### config.mk
export PLATFORM = sky130hd
export DESIGN_NAME = seg_scan_ctrl_flat
export DESIGN_NICKNAME = d
export VERILOG_FILES = /design/src/rtl/seg_scan_if.sv /design/src/rtl/seg_scan_ctrl.sv /design/src/flat_wrapper.sv
export SDC_FILE = /design/constraint.sdc
export NUM_CORES = 1
export LEC_CHECK = 0
export ABC_CLOCK_PERIOD_IN_PS = 3300
export BUFFER_PORTS_ARGS = -buffer_cell sky130_fd_sc_hd__buf_4
export CORE_UTILIZATION = 55
export DETAILED_ROUTE_END_ITERATION = 12
export PLACE_DENSITY = 0.76
export REMOVE_ABC_BUFFERS = 1
export SYNTH_ARGS = -nofsm -noshare
export SYNTH_HDL_FRONTEND = slang
export SYNTH_SLANG_ARGS = --single-unit
### constraint.sdc
create_clock -name clk -period 3.3 [get_ports clk]
set_clock_uncertainty 0.05 [all_clocks]
set_input_delay 0.66 -clock clk [delete_from_list [all_inputs] [get_ports clk]]
set_output_delay 0.66 -clock clk [all_outputs]
set_load 0.05 [all_outputs]
### src/rtl/seg_scan_if.sv
// Bundle between the scan controller and its host/decoder stage:
// display value and controls in, digit select / nibble / enable out.
interface seg_scan_if #(
    parameter int NDIG = 8
);
    logic [31:0]     value;
    logic            load;
    logic [7:0]      digit_mask;
    logic            lz_en;
    logic [NDIG-1:0] an;
    logic [3:0]      num;
    logic            en;
    logic            frame_done;

    modport master (
        output value, load, digit_mask, lz_en,
        input  an, num, en, frame_done
    );

    modport slave (
        input  value, load, digit_mask, lz_en,
        output an, num, en, frame_done
    );
endinterface

### src/rtl/seg_scan_ctrl.sv
// Time-multiplexed 7-segment scan controller: one hex digit per slot,
// frame-aligned value commit, leading-zero blanking and per-digit mask.
module seg_scan_ctrl #(
    parameter int NDIG = 8,
    parameter int DIV  = 50000
) (
    input  logic      clk,
    input  logic      rst_n,
    seg_scan_if.slave bus
);
    localparam int PW = (DIV > 2) ? $clog2(DIV) : 1;
    localparam int IW = (NDIG > 1) ? $clog2(NDIG) : 1;
    localparam int VW = 4 * NDIG;

    logic [PW-1:0]   presc, presc_nxt;
    logic [IW-1:0]   idx, idx_nxt;
    logic [VW-1:0]   pending, shadow, shadow_nxt;
    logic            pend_valid;
    logic            tick, last, boundary;
    logic [NDIG-1:0] lzb;

    logic [NDIG-1:0] an_r, an_nxt;
    logic [3:0]      num_r, num_nxt;
    logic            en_r, en_nxt;
    logic            fd_r, fd_nxt;

    always_comb begin
        tick      = (presc == PW'(DIV - 1));
        last      = (idx == IW'(NDIG - 1));
        boundary  = tick && last;
        presc_nxt = tick ? '0 : presc + 1'b1;
        idx_nxt   = idx;
        if (tick) begin
            idx_nxt = last ? '0 : idx + 1'b1;
        end
        shadow_nxt = (boundary && pend_valid) ? pending : shadow;
    end

    // Scan from the top nibble down; a digit is blanked while everything
    // above it (and itself) is zero. Digit 0 is exempt.
    always_comb begin
        logic        zacc;
        int unsigned d;
        lzb  = '0;
        zacc = 1'b1;
        for (int unsigned k = 0; k < NDIG; k++) begin
            d    = NDIG - 1 - k;
            zacc = zacc && (shadow_nxt[4*d +: 4] == 4'h0);
            lzb[d] = bus.lz_en && (d != 0) && zacc;
        end
    end

    // Outputs are looked up from next-state counters so they line up with
    // the slot they describe; presc==0 is the anti-ghosting guard cycle.
    always_comb begin
        an_nxt  = '1;
        en_nxt  = 1'b0;
        num_nxt = shadow_nxt[4*idx_nxt +: 4];
        if (presc_nxt != '0) begin
            an_nxt = ~(NDIG'(1) << idx_nxt);
            en_nxt = bus.digit_mask[idx_nxt] & ~lzb[idx_nxt];
        end
        fd_nxt = (presc_nxt == PW'(DIV - 1)) && (idx_nxt == IW'(NDIG - 1));
    end

    always_ff @(posedge clk) begin
        if (!rst_n) begin
            presc      <= '0;
            idx        <= '0;
            pending    <= '0;
            pend_valid <= 1'b0;
            shadow     <= '0;
            an_r       <= '1;
            num_r      <= '0;
            en_r       <= 1'b0;
            fd_r       <= 1'b0;
        end else begin
            presc  <= presc_nxt;
            idx    <= idx_nxt;
            shadow <= shadow_nxt;
            if (bus.load) begin
                pending    <= bus.value[VW-1:0];
                pend_valid <= 1'b1;
            end else if (boundary) begin
                pend_valid <= 1'b0;
            end
            an_r  <= an_nxt;
            num_r <= num_nxt;
            en_r  <= en_nxt;
            fd_r  <= fd_nxt;
        end
    end

    assign bus.an         = an_r;
    assign bus.num        = num_r;
    assign bus.en         = en_r;
    assign bus.frame_done = fd_r;
endmodule

### src/flat_wrapper.sv
// flat-port wrapper written by rule: the top's interface ports become plain ports
module seg_scan_ctrl_flat 
#(
    parameter int NDIG = 8,
    parameter int DIV  = 50000
)
  (clk, rst_n, bus_value, bus_load, bus_digit_mask, bus_lz_en, bus_an, bus_num, bus_en, bus_frame_done);
  seg_scan_if #(.NDIG(NDIG)) bus_i ();
  input  logic clk;
  input  logic rst_n;
  input wire logic [$bits(bus_i.value)-1:0] bus_value;
  input wire logic [$bits(bus_i.load)-1:0] bus_load;
  input wire logic [$bits(bus_i.digit_mask)-1:0] bus_digit_mask;
  input wire logic [$bits(bus_i.lz_en)-1:0] bus_lz_en;
  output wire logic [$bits(bus_i.an)-1:0] bus_an;
  output wire logic [$bits(bus_i.num)-1:0] bus_num;
  output wire logic [$bits(bus_i.en)-1:0] bus_en;
  output wire logic [$bits(bus_i.frame_done)-1:0] bus_frame_done;
  assign bus_i.value = bus_value;
  assign bus_i.load = bus_load;
  assign bus_i.digit_mask = bus_digit_mask;
  assign bus_i.lz_en = bus_lz_en;
  assign bus_an = bus_i.an;
  assign bus_num = bus_i.num;
  assign bus_en = bus_i.en;
  assign bus_frame_done = bus_i.frame_done;
  seg_scan_ctrl #(.NDIG(NDIG), .DIV(DIV)) u_core (.clk(clk), .rst_n(rst_n), .bus(bus_i));
endmodule
==> results.sh, run 1 <==
export IMPL_grt_pass1_vias=3465
export IMPL_n_antenna_cell=0
export IMPL_fin_crit_ns=3.016
export IMPL_cts_buffer_depth=2
export IMPL_cpLargestDelayFamily="multiplexers"
export IMPL_path_buf_inv=0
export IMPL_vias=3762
export IMPL_final_hold_viol_count=0
export IMPL_hold_buffers=0
export IMPL_yosysMostFrequentCell="dfxtp_1"
export IMPL_finalNonFillerCells=648
export IMPL_met1_usage_pct=37.01
export IMPL_antenna_found_initial=0
export IMPL_busiest_layer="met2"
export IMPL_dp_cells=632
export IMPL_cap_viol_max_count=0
export IMPL_antenna_left=0
export IMPL_crit_fanout=12
export IMPL_cts_sinks=98
export IMPL_outcome="completed"
export IMPL_grt_use_total_pct=25.25
export IMPL_syn_inst=496
export IMPL_overflow=0
export IMPL_synth_top_area_share_pct=44.18
export IMPL_h_tree_depth=3
export IMPL_postCtsResizedCells=0
export IMPL_slew_headroom_pct=44.55
export IMPL_rsz0062_at_grt="false"
export IMPL_io_pins=58
export IMPL_period_share_pct=91.41
export IMPL_synth_edf_count=0
export IMPL_dp_hpwl_um=7379
export IMPL_ir_drop_uv=283.5
export IMPL_initial_core_util_pct=57.17
export IMPL_p_comb_share_pct=6.3
export IMPL_min_path_cells=2
export IMPL_slew_violations=0
export IMPL_final_util_pct=65.75
export IMPL_hp_class="reg2reg"
export IMPL_place_congestion=0.8801
export IMPL_critPathArrivalTime_ns=3.28
export IMPL_postCtsSetupBuffers=0
export IMPL_synth_distinct_cells=55
export IMPL_routed_via_density=5.806
export IMPL_worstSetupStartpointType="register"
export IMPL_drtIter0Drc=280
export IMPL_worstMarginPinSlew_ns=0.8241
export IMPL_r2r_end="u_core.bus.en"
export IMPL_avgSynthCellArea_um2=8.953
export IMPL_yosysTopAreaCell="dfxtp_1"
export IMPL_firstDrtPassIters=5
export IMPL_swShare_pct=24.27
export IMPL_synth_ff_type="dfxtp_1"
export IMPL_synth_seq_cells=98
export IMPL_synthTopCellsByCount="dfxtp_1 (98), nor2_1 (86), mux2i_1 (69), nand2_1 (54), a21oi_1 (25)"
export IMPL_max_freq_mhz=331.5
export IMPL_syn_cell_area_um2=4441
export IMPL_crit_slowest_cell="mux2_1"
export IMPL_drive_gt1_share_pct=16.48
export IMPL_grt_max_degree=78
export IMPL_seq_area_frac_synth_pct=44.18
export IMPL_dieArea_um2=8437
export IMPL_drt_total_wl_um=10320
export IMPL_whs_ns=0.4235
export IMPL_crit_start="u_core.presc[0]"
export IMPL_ff2ff_path_depth=8
export IMPL_min_to="u_core.shadow[4]"
export IMPL_min_from="u_core.pending[4]"
export IMPL_end_kind="register"
export IMPL_numCtsBuffers=9
export IMPL_drc_errors=0
export IMPL_use_met2_pct=38.74
export IMPL_core_area_um2=7767
export IMPL_wl_per_cell_um=15.92
export IMPL_worstSetupPathType="reg2reg"
export IMPL_internal_power_mw=1.641
export IMPL_p_per_area_nw_per_um2=424.4
export IMPL_pre_cts_ws_ns=0.3234
export IMPL_die_w_um=91.86
export IMPL_portBuffers=57
export IMPL_dieHeight_um=91.86
export IMPL_p_leak_nw=2.226
export IMPL_cts_root_buf="clkbuf_8"
export IMPL_clk_latency_ns=0.36
export IMPL_layout_setup_ws_ns=0.2835
export IMPL_synth_area_top_cells="dfxtp_1 (44%), mux2i_1 (16%), nor2_1 (7.3%), nand2_1 (4.6%), a21oi_1 (2.8%)"
export IMPL_timing_rr_start="u_core.presc[0]"
export IMPL_grt_use_met3_pct=3.068
export IMPL_cts_tree="built"
export IMPL_area_growth_pct=15.02
export IMPL_finalSetupTns_ns=0
export IMPL_layout_nets=589
export IMPL_yosysWarnings=0
export IMPL_r2r_slack_ns=0.28
export IMPL_grt_pass1_wl_um=16820
export IMPL_crit_chain="ha_1 -> and3_1 -> and4_4 -> mux2_1 -> mux2i_1 -> mux2_2 -> a222oi_1 -> o311a_1"
export IMPL_async_flop_share_pct=0
export IMPL_switchingPower_mw=0.5261
export IMPL_clkTransAtPathRegs_ns=0.10
export IMPL_critPathMaxStageDelay_ns=0.58
export IMPL_pwr_share_clk_pct=36.7
export IMPL_required_ns=3.56
export IMPL_num_rows=32
export IMPL_sequentialPowerShare_pct=57.0
export IMPL_finalSetupViolations=0
-- layout by cell type (no fill, tap or decap), types with 4 or more instances in the layout --
master,instances
xnor2_1,9
nor4_1,12
nor2_1,86
a21oi_1,25
clkbuf_8,9
dfxtp_1,98
buf_4,64
nor3_1,12
ha_1,4
nand2_1,54
mux2i_1,69
o22ai_1,5
nand3_1,16
o21ai_0,8
and4_1,4
xor2_1,6
nand4_1,9
-- metal layers --
metal,vias to the layer above,part of all wire [%]
li1,1840,-
met1,1793,50
met2,120,44
met3,9,4.6
met4,0,0.92
met5,-,0
-- worst max-delay path by stage --
stage | endpoint | slack, ns | cells past startpoint
6_report | u_core.bus.en | 0.28 | 8
5_1_grt | u_core.bus.en | 0.08 | 8
4_1_cts | u_core.bus.en | 0.31 | 8
3_5_place_dp | u_core.bus.en | 0.32 | 8
3_3_place_gp | u_core.bus.en | 0.45 | 8
2_1_floorplan | u_core.bus.frame_done | 0.28 | 6
-- tightest hold or removal path, cell delays in order, from the launching register on --
cell     delay, ns
dfxtp_1       0.33
nand2_1       0.05
a21oi_1       0.05
-- state kept, by name (all words and copies together), names as in the netlist --
name / count
u_core.idx: 3
u_core.presc: 16
u_core.bus.en: 1
u_core.bus.num: 4
u_core.shadow: 32
u_core.bus.an: 8
u_core.pend_valid: 1
u_core.bus.frame_done: 1
u_core.pending: 32
-- cell type report --
| class | count | area [um^2] |
|---|---|---|
| flip-flops and latches | 98 | 1962 |
| repair buffers | 65 | 500.5 |
| multi-input cells | 365 | 2308 |
| well taps | 102 | 127.6 |
| inverters | 2 | 7.507 |
| clock inverters | 6 | 73.82 |
| clock buffers | 10 | 127.6 |
| fillers | 652 | 2660 |
-- per-stage QoR --
stage | total power, mW | cell area (um^2)
global route | 2.243 | 5107
global placement | 1.395 | 4906
CTS | 2.179 | 5107
floorplan | 1.324 | 4278
detailed placement | 1.399 | 4906
finish | 2.167 | 5107
-- kinds of logic after synthesis --
kind of cell	after synthesis	synth area share, %
flip-flops	98	44.18
multiplexers	73	16.57
AO/OA/AOI/OAI	59	8.453
XOR/XNOR	15	2.959
AND/OR/NAND/NOR	214	22.88
buffers and inverters	33	3.832
adder cells (fa/ha/maj)	4	1.127
-- power by group through the flow --
stage	clock network (mW)	registers, mW	logic [mW]
floorplan	0	1.26	0.0641
global placement	0	1.26	0.134
detailed placement	0	1.26	0.137
CTS	0.807	1.23	0.137
global route	0.855	1.24	0.149
finish	0.796	1.24	0.136
(Power assumes the default switching activity.)
==> run 2: changes to the inputs <==
- ABC_CLOCK_PERIOD_IN_PS: 3300 -> 3400
- CORE_UTILIZATION: 55 -> 50
- PLACE_DENSITY: 0.76 -> default
- PLACE_DENSITY_LB_ADDON: default -> 0.05
- clock period: 3.3 -> 3.4 ns (I/O delays scaled with it)
==> run 2 against run 1 <==
The flow now finishes with violations (design-rule violations); die area up 9.8%; fmax up 0.26%; global-route usage down 2.0 points; routed wire length down 0.85%; sequential share of layout area unchanged; setup slack better by 0.11 ns; critical path depth unchanged; critical path type unchanged; cell area unchanged; cell count up 1.1%.
==> results.sh, run 2 (synthesized netlist as in run 1, its figures left out) <==
export IMPL_finalSetupViolations=0
export IMPL_num_rows=34
export IMPL_required_ns=3.67
export IMPL_cts_root_buf="clkbuf_8"
export IMPL_cap_viol_max_count=0
export IMPL_worstMarginPinSlew_ns=0.7923
export IMPL_busiest_layer="met2"
export IMPL_layout_nets=590
export IMPL_clk_latency_ns=0.37
export IMPL_ir_drop_uv=246.0
export IMPL_io_pins=58
export IMPL_cts_buffer_depth=2
export IMPL_drive_gt1_share_pct=16.64
export IMPL_firstDrtPassIters=9
export IMPL_dieArea_um2=9262
export IMPL_drtIter0Drc=194
export IMPL_antenna_left=0
export IMPL_dieHeight_um=96.24
export IMPL_largestRegisters="u_core.pending (32), u_core.shadow (32), u_core.presc (16)"
export IMPL_wl_per_cell_um=15.62
export IMPL_finalSetupTns_ns=0
export IMPL_routed_via_density=5.661
export IMPL_p_per_area_nw_per_um2=412.3
export IMPL_portBuffers=57
export IMPL_grt_pass1_wl_um=16330
export IMPL_core_area_um2=8678
export IMPL_initial_core_util_pct=51.17
export IMPL_outcome="finished, violations left"
export IMPL_die_w_um=96.24
export IMPL_grt_use_met3_pct=5.529
export IMPL_met1_usage_pct=31.59
export IMPL_clkTransAtPathRegs_ns=0.10
export IMPL_final_hold_viol_count=0
export IMPL_drt_total_wl_um=10230
export IMPL_cts_sinks=98
export IMPL_whs_ns=0.4115
export IMPL_area_growth_pct=15.02
export IMPL_n_antenna_cell=0
export IMPL_slew_violations=0
export IMPL_p_leak_nw=2.229
export IMPL_multiInputGateArea_um2=2308
export IMPL_final_cell_mix="dfxtp_1 (98), nor2_1 (86), mux2i_1 (69), buf_4 (66), nand2_1 (54)"
export IMPL_hp_class="reg2reg"
export IMPL_violations="design-rule violations"
export IMPL_postCtsSetupBuffers=0
export IMPL_rsz0062_at_grt="false"
export IMPL_h_tree_depth=3
export IMPL_postCtsResizedCells=0
export IMPL_critPathArrivalTime_ns=3.28
export IMPL_dp_hpwl_um=7270
export IMPL_fin_crit_ns=3.009
export IMPL_period_share_pct=88.49
export IMPL_numCtsBuffers=9
export IMPL_crit_fanout=11
export IMPL_use_met2_pct=36.58
export IMPL_antenna_found_initial=0
export IMPL_max_freq_mhz=332.4
export IMPL_cts_tree="built"
export IMPL_hold_buffers=0
export IMPL_worstSetupStartpointType="register"
export IMPL_grt_pass1_vias=3354
export IMPL_place_congestion=0.8587
export IMPL_fillerInstances=806
export IMPL_overflow=0
export IMPL_grt_use_total_pct=23.29
export IMPL_worstSetupPathType="reg2reg"
export IMPL_grt_max_degree=78
export IMPL_vias=3708
export IMPL_end_kind="register"
export IMPL_layout_commonest_cell="dfxtp_1"
export IMPL_drc_errors=1
export IMPL_seqCellArea_um2=1962
export IMPL_slew_headroom_pct=47.18
run 2: worst paths after layout:
check	slack [ns]	cells after the start	to	from
worst max-delay path	0.39	8	u_core.bus.en	u_core.presc[0]
worst min-delay path	0.41	2	u_core.shadow[3]	u_core.shadow[3]
worst max register to register	0.39	8	u_core.bus.en	u_core.presc[0]
worst min register to register	0.41	2	u_core.shadow[3]	u_core.shadow[3]
run 2: per-layer routing:
| metal | wire length [um] | vias up |
|---|---|---|
| met5 | 0 | - |
| met4 | 98 | 0 |
| met3 | 564 | 11 |
| met2 | 4743 | 108 |
| met1 | 4822 | 1740 |
| li1 | - | 1849 |
run 2: metrics by stage:
| step | power [mW] | util (%) | cells | setup slack (ns) | instance area (um^2) |
|---|---|---|---|---|---|
| floorplan | 1.285 | - | 465 | 0.3562 | 4278 |
| global placement | 1.357 | 56.56 | 639 | 0.5761 | 4908 |
| detailed placement | 1.359 | 56.56 | 639 | 0.4632 | 4908 |
| CTS | 2.118 | 58.85 | 655 | 0.4034 | 5107 |
| global route | 2.189 | 58.85 | 655 | 0.1009 | 5107 |
| finish | 2.106 | 58.85 | 655 | 0.3914 | 5107 |
run 2: worst max-delay path: stages (launching register included):
cell and delay, ns:
dfxtp_1 0.41, ha_1 0.24, and3_1 0.29, and4_4 0.36, mux2_1 0.56, mux2i_1 0.19
mux2_2 0.27, a222oi_1 0.36, o311a_1 0.22
run 2: report_power, final:
part	internal, mW	total (mW)	switching [mW]	leakage, nW
logic	0.0684	0.132	0.0637	1.33
clock network	0.350	0.775	0.425	0.0992
registers	1.17	1.20	0.0241	0.798
run 2: final cells by class:
cell class	count	share of cell area, %
Multi-Input combinational cell	365	45.20
Sequential cell	98	38.41
Timing Repair Buffer	66	9.701
Tap cell	108	2.646
Clock buffer	10	2.499
Clock inverter	6	1.396
Inverter	2	0.1470
